### config.mk
export PLATFORM = sky130hd
export DESIGN_NAME = shift_arbiter_ctrl
export DESIGN_NICKNAME = d
export VERILOG_FILES = /design/src/rtl/shift_arbiter_ctrl.sv
export SDC_FILE = /design/constraint.sdc
export NUM_CORES = 1
export LEC_CHECK = 0
export CORE_MARGIN = 5
export CORE_UTILIZATION = 39
export DETAILED_ROUTE_END_ITERATION = 10
export HOLD_SLACK_MARGIN = 0.12
export PLACE_DENSITY = 0.8
export SKIP_LAST_GASP = 1
export SLEW_MARGIN = 25
export SYNTH_ARGS = -nofsm -noshare
export SYNTH_HDL_FRONTEND = slang
export SYNTH_SLANG_ARGS = --single-unit
export TNS_END_PERCENT = 100
### constraint.sdc
create_clock -name clk -period 2.3 [get_ports clk]
set_input_delay 0.575 -clock clk [delete_from_list [all_inputs] [get_ports clk]]
set_output_delay 0.575 -clock clk [all_outputs]
set_load 0.005 [all_outputs]
### src/rtl/shift_arbiter_ctrl.sv
// Round-robin arbiter and sequencer sharing one SLL barrel shifter between two requesters.
// Operands are registered, the shifter settles for SETTLE_CYCLES, and the result is held until consumed.
module shift_arbiter_ctrl #(
  parameter int unsigned SETTLE_CYCLES = 1,
  parameter int unsigned CNT_W         = 16
) (
  input  logic             clk,
  input  logic             rst,
  input  logic             req0_valid,
  output logic             req0_ready,
  input  logic [31:0]      req0_a,
  input  logic [31:0]      req0_b,
  input  logic             req1_valid,
  output logic             req1_ready,
  input  logic [31:0]      req1_a,
  input  logic [31:0]      req1_b,
  output logic [31:0]      sh_dataA,
  output logic [31:0]      sh_dataB,
  output logic [5:0]       sh_signal,
  input  logic [31:0]      sh_dataOut,
  output logic             rsp_valid,
  input  logic             rsp_ready,
  output logic [31:0]      rsp_data,
  output logic             rsp_id,
  output logic             rsp_oor,
  output logic             busy,
  output logic [CNT_W-1:0] done_count
);

  typedef enum logic [1:0] {IDLE, SHIFT, RESP} state_t;

  localparam logic [3:0] SETTLE_LAST = 4'(SETTLE_CYCLES - 1);

  state_t      state;
  logic [31:0] op_a;
  logic [31:0] op_b;
  logic        op_id;
  logic        last_grant;
  logic [3:0]  settle_cnt;
  logic        grant0;
  logic        grant1;

  // Handshakes: a transfer happens on a rising edge where valid && ready.
  // Ready never depends on the payload; requesters hold valid and a/b until ready.
  // On a tie the requester that did not win last time is granted.
  always_comb begin
    grant0 = (state == IDLE) && req0_valid && (!req1_valid || last_grant);
    grant1 = (state == IDLE) && req1_valid && (!req0_valid || !last_grant);
  end

  assign req0_ready = grant0;
  assign req1_ready = grant1;
  assign busy       = (state != IDLE);
  assign sh_dataA   = op_a;
  assign sh_dataB   = op_b;
  // All-ones is a non-shift opcode that forces the shifter output to zero.
  assign sh_signal  = (state == SHIFT) ? 6'b000000 : 6'b111111;

  always_ff @(posedge clk) begin
    if (rst) begin
      state      <= IDLE;
      rsp_valid  <= 1'b0;
      rsp_data   <= 32'd0;
      rsp_id     <= 1'b0;
      rsp_oor    <= 1'b0;
      done_count <= '0;
      op_a       <= 32'd0;
      op_b       <= 32'd0;
      op_id      <= 1'b0;
      last_grant <= 1'b1;
      settle_cnt <= 4'd0;
    end else begin
      case (state)
        IDLE: begin
          if (grant0 || grant1) begin
            op_a       <= grant1 ? req1_a : req0_a;
            op_b       <= grant1 ? req1_b : req0_b;
            op_id      <= grant1;
            last_grant <= grant1;
            settle_cnt <= 4'd0;
            state      <= SHIFT;
          end
        end
        SHIFT: begin
          if (settle_cnt == SETTLE_LAST) begin
            rsp_data  <= sh_dataOut;
            rsp_id    <= op_id;
            rsp_oor   <= |op_b[31:5];
            rsp_valid <= 1'b1;
            state     <= RESP;
          end else begin
            settle_cnt <= settle_cnt + 4'd1;
          end
        end
        RESP: begin
          // Response fields stay as they are after consumption; only valid drops.
          if (rsp_ready) begin
            rsp_valid  <= 1'b0;
            done_count <= done_count + CNT_W'(1);
            state      <= IDLE;
          end
        end
        default: state <= IDLE;
      endcase
    end
  end

endmodule

==> impl_metrics.yaml, run 1 <==
drt:
  first_iter_violations: 242
  wirelength_um: 17800
  wl_per_cell_um: 16.0
  vias_per_cell: 5.07
  vias: 5639
  ant_nets: 0
  drc_errors: 0
  drt_first_pass_iters: 4
timing:
  fin_crit_ps: 2170
  rsz0062_at_grt: "no"
  finalCritPeriodShare: 0.945
  setup_ws_ps: 125
  finalSetupTns_ps: 0
  maxSlewHeadroom: 0.654
  fmax_ghz: 0.460
  worst_slew_pin_slew_ps: 518
  fin_worst_skew_ps: 5.26
  finalHoldViolations: 0
  drv_slew: 0
  finalSetupViolations: 0
die:
  rows: 41
  die_area_sq_um: 15500
  io_pins: 289
  initial_utilization: 0.401
  core_sq_um: 12800
  die_x_um: 125
  die_h_um: 125
critical_path:
  critical_path_class: "reg2out"
  cp-start-kind: "register"
  critPathRequiredTime_ps: 1730
  endpoint_kind: "output pin"
  crit_fanout: 5
  r2r_slack_ps: 470
  arrival_ps: 1600
cells_and_area:
  fill_cells: 1063
  fin_area_sq_um: 8800
  areaGrowthSynthToFinish_pct: 71.9
  regArea_sq_um: 2460
  multi_input_comb_area_sq_um: 2430
  fin_nets: 1096
  drive_gt1_frac: 0.0670
  diodes: 0
grt:
  antenna_found_initial: 0
  overflow: 0
  grt_pass1_wl_um: 28000
  gr-usage-all-layers: 0.222
  grt_max_degree: 55
  grt_pass1_vias: 5404
pwr:
  power.density_nw_per_um2: 806
  clockPowerShare: 0.360
  leakage_nw: 3.23
  vdd_drop_max_v: 0.000469
  swShare: 0.282
  power_frac_seq: 0.366
  p_int_mw: 5.09
  p_comb_frac: 0.274
  switching_power_mw: 2.00
place:
  post_dp_cell_area_sq_um: 8200
  hpwl_um: 13000
  place_ws_ps: -310
  io_buffers: 288
  gp_routability_congestion: 0.820
clock_tree:
  clock_sinks: 123
  cts_buffers: 17
  postCtsHoldBufs: 0
  worst_skew_pair.late_latency_ps: 410
  clk_pin_slew_ps: 50
  ctsHtreeMaxLevel: 4
  cts_max_path_buffers: 2
  cts_tree: "built"
  cts_root_buffer: "clkbuf_16"
logic_synthesis:
  synth-seq-cells: 123
  syn_inst: 656
  syn-cell-area_sq_um: 5120
  yosysUniqueCellTypes: 32
  syn-num-nets: 824
  syn_area_per_cell_sq_um: 7.81
  ys.warnings.count: 0
  ys_seq_area_frac: 0.481
run_status:
  outcome: "finished, final reports clean"
flow_run:
  max_cap_viol_count: 0
worst_hold_path:
  min_path_type: "reg2reg"
## cell type report
class,count,area share
Tap cell,172,0.0244
Clock inverter,10,0.0104
Timing Repair Buffer,306,0.350
Inverter,9,0.00384
Clock buffer,22,0.0550
Multi-Input combinational cell,471,0.277
Sequential cell,123,0.280
## flip-flops by register name, summed over array words and instances, names as in the netlist
| name | cells |
|---|---|
| last_grant | 1 |
| rsp_valid | 1 |
| rsp_oor | 1 |
| sh_dataA | 32 |
| settle_cnt | 4 |
| rsp_id | 1 |
| op_id | 1 |
| sh_dataB | 32 |
| state | 2 |
| done_count | 16 |
| rsp_data | 32 |
## synthesized netlist by cell type
cell type	count	area, sq um
o21ai_0	8	40.0
nor2_1	82	308
nor2b_1	1	6.26
clkbuf_1	33	124
or2_2	1	6.26
o21a_1	1	7.51
buf_2	9	45.0
nor3_1	7	35.0
xor2_1	1	8.76
or3b_2	1	8.76
clkinv_1	1	3.75
nand3b_4	1	20.0
nand2b_1	4	25.0
ha_1	3	37.5
dfxtp_1	123	2460
nor3_2	1	10.0
nand3_1	7	35.0
nand2_1	202	758
buf_4	6	45.0
a21oi_1	46	230
and3_1	1	6.26
inv_1	8	30.0
nand4b_1	2	17.5
or3_1	7	43.8
xnor2_1	9	78.8
a21o_1	2	15.0
nand4_1	6	37.5
or4_4	1	11.3
nor4_1	11	68.8
a311oi_1	65	569
buf_1	5	18.8
and3b_1	1	8.76
## routing by layer
layer  GRT usage  up-vias  share of wire
met3      0.0952       30           0.10
met4      0.0767        0          0.023
met5           0        -              0
met2       0.383      236           0.49
met1       0.245     2579           0.39
li1            -     2794              -
## power groups by stage
stage / registers [mW] / logic, mW / clock network (mW)
after CTS: 2.60 / 1.97 / 2.61
after detailed placement: 2.64 / 1.95 / 0
after floorplan: 2.64 / 0.787 / 0
after global routing: 2.64 / 2.12 / 2.70
final: 2.60 / 1.94 / 2.55
after global placement: 2.63 / 1.94 / 0
## path summary, 6_finish.rpt
check / cells after the start / from / end
min: 2 / rsp_data[8] / rsp_data[8]
max reg2reg: 7 / settle_cnt[0] / rsp_data[27]
max: 4 / state[0] / busy
min reg2reg: 2 / rsp_data[8] / rsp_data[8]
## logic make-up (layout without fill, tap and decap cells)
kind of cell	count (synthesis)	after routing	synth area share
DFF	123	123	0.481
AOI/OAI and AO/OA	122	122	0.168
xor gates and xnor gates	10	10	0.0171
adders and majority gates	3	3	0.00733
and+or+nand+nor	336	336	0.275
buffers and inverters	62	347	0.0520
## critical path, stage by stage (launching register included)
cell             delay, ps
dfxtp_2                420
nor2_4                  80
buf_4                  140
inv_1                   60
clkdlybuf4s50_1        500
## cell usage in the layout, fill, tap and decap left out, types with 2 or more instances in the layout
| cell type | instances |
|---|---|
| clkbuf_16 | 17 |
| nand2b_1 | 3 |
| a21o_1 | 2 |
| nor2_1 | 81 |
| nand4_1 | 6 |
| nand4b_1 | 2 |
| nand3_1 | 5 |
| a21oi_1 | 46 |
| o21ai_0 | 8 |
| nand2_1 | 201 |
| clkinv_2 | 3 |
| dfxtp_1 | 121 |
| nor4_1 | 11 |
| clkbuf_8 | 4 |
| clkdlybuf4s50_1 | 283 |
| nor3_1 | 7 |
| clkinvlp_4 | 5 |
| xnor2_1 | 9 |
| dlygate4sd2_1 | 2 |
| a311oi_1 | 65 |
| ha_1 | 3 |
| or3_1 | 7 |
| inv_1 | 8 |
| dfxtp_2 | 2 |
| buf_12 | 5 |
| buf_4 | 14 |
## through the flow
stage          std cells  total power [mW]  hold WS (ps)  utilization
2_1_floorplan        656              3.43           432            -
3_3_place_gp        1080              4.56           440        0.642
3_5_place_dp        1080              4.59           446        0.642
4_1_cts             1113              7.18           453        0.689
5_1_grt             1113              7.46           468        0.689
6_report            1113              7.09           453        0.689
## timing repair
action,4_1_cts,5_1_grt
buffers inserted,1,0
pin swaps,1,1
gates resized for setup,12,1
setup endpoints to repair,9,1
gates cloned,0,0
Power figures use the tool's default switching activity.
==> inputs of run 2 (changes only) <==
==> constraint.sdc (replaced) <==
create_clock -name clk -period 2.3 [get_ports clk]
set_input_delay 0.46 -clock clk [delete_from_list [all_inputs] [get_ports clk]]
set_output_delay 0.46 -clock clk [all_outputs]
set_load 0.005 [all_outputs]
==> impl_metrics.yaml, run 2 (synthesis gave the netlist of run 1 again) <==
cells_and_area:
  fill_cells: 1038
  drive_gt1_frac: 0.0586
  layout_commonest_cell: "clkdlybuf4s50_1"
  areaGrowthSynthToFinish_pct: 71.4
  multi_input_comb_area_sq_um: 2430
  fin_nets: 1094
  diodes: 0
  regArea_sq_um: 2460
  layout_common_cells: "clkdlybuf4s50_1, nand2_1, dfxtp_1"
flow_run:
  max_cap_viol_count: 0
die:
  initial_utilization: 0.401
  die_x_um: 125
  die_area_sq_um: 15500
  io_pins: 289
  die_h_um: 125
  core_sq_um: 12800
  rows: 41
timing:
  rsz0062_at_grt: "yes"
  worst_slew_pin_slew_ps: 496
  finalHoldViolations: 0
  fmax_ghz: 0.437
  fin_crit_ps: 2290
  setup_ws_ps: 9.85
  maxSlewHeadroom: 0.669
  finalCritPeriodShare: 0.996
  finalSetupViolations: 0
  fin_worst_skew_ps: 6.14
  finalSetupTns_ps: 0
  drv_slew: 0
place:
  io_buffers: 288
  hpwl_um: 12700
  place_ws_ps: -9.19
  gp_routability_congestion: 0.803
clock_tree:
  ctsHtreeMaxLevel: 4
  cts_root_buffer: "clkbuf_16"
  cts_buffers: 17
  cts_tree: "built"
  postCtsHoldBufs: 0
  clk_pin_slew_ps: 50
  clock_sinks: 123
  cts_max_path_buffers: 2
  worst_skew_pair.late_latency_ps: 410
drt:
  vias_per_cell: 5.02
  first_iter_violations: 242
  ant_nets: 0
  wirelength_um: 17600
  drt_first_pass_iters: 4
  wl_per_cell_um: 15.8
  drc_errors: 0
  vias: 5579
grt:
  antenna_found_initial: 0
  grt_pass1_wl_um: 27000
  overflow: 0
  grt_pass1_vias: 5197
  grt_max_degree: 106
  gr-usage-all-layers: 0.215
pwr:
  leakage_nw: 3.22
  total_power_mw: 7.05
  vdd_drop_max_v: 0.000437
  power.density_nw_per_um2: 804
critical_path:
  crit_fanout: 3
  cp-start-kind: "input port"
  arrival_ps: 1830
  endpoint_kind: "output pin"
  critPathRequiredTime_ps: 1840
  critical_path_class: "in2out"
worst_hold_path:
  min_path_type: "reg2reg"
run_status:
  outcome: "finished, final reports clean"
-- run 2: changes by cell type in the layout (fill, tap and decap cells not counted), moves of 2 or more --
cell / delta
clkdlybuf4s50_1: +3
clkinvlp_4: -4
dlygate4sd2_1: -2
buf_4: -3
clkbuf_1: +4
-- run 2: final timing paths --
path	startpoint	endpoint	slack [ps]	cells after the start
setup / recovery	req0_valid	req1_ready	10	5
hold / removal	rsp_data[26]	rsp_data[26]	450	2
setup reg to reg	state[1]	rsp_data[18]	440	5
hold reg to reg	rsp_data[26]	rsp_data[26]	450	2
-- run 2: what timing repair did --
action                     4_1_cts  5_1_grt
setup endpoints to repair        9        8
setup buffers                    0        1
pin swaps                        0        1
resized for setup                3        3
-- run 2: cell type report --
cell class / instances / share of cell area
repair buffers: 304 / 0.351
well taps: 172 / 0.0245
clock inverters: 6 / 0.00698
inverters: 9 / 0.00385
flip-flops and latches: 123 / 0.281
multi-input cells: 471 / 0.276
clock buffers: 26 / 0.0569
-- run 2: through the flow --
stage	utilization	area, sq um	instances	hold WS (ps)
floorplan	-	5120	656	432
CTS	0.686	8770	1110	453
global placement	0.642	8200	1078	441
global route	0.687	8780	1111	467
finish	0.687	8780	1111	450
detailed placement	0.642	8200	1078	446
-- run 2: worst max-delay path, cell delays in order --
cell	delay (ps)
clkdlybuf4s50_1	520
nand2_1	110
nand3_4	120
clkinv_1	110
clkdlybuf4s50_1	500
-- run 2: routing by layer --
metal	track usage	vias up	part of all wire
met5	0	-	0
met4	0.0832	0	0.026
met3	0.0991	33	0.10
met2	0.363	221	0.48
met1	0.236	2534	0.40
li1	-	2791	-
-- run 2: where the power goes --
| part | switching [mW] | total, mW | leakage, nW | internal [mW] |
|---|---|---|---|---|
| combinational | 0.865 | 1.95 | 1.93 | 1.08 |
| clock | 0.907 | 2.50 | 0.274 | 1.60 |
| sequential | 0.182 | 2.60 | 1.01 | 2.42 |
| total | 1.95 | 7.05 | 3.22 | 5.10 |
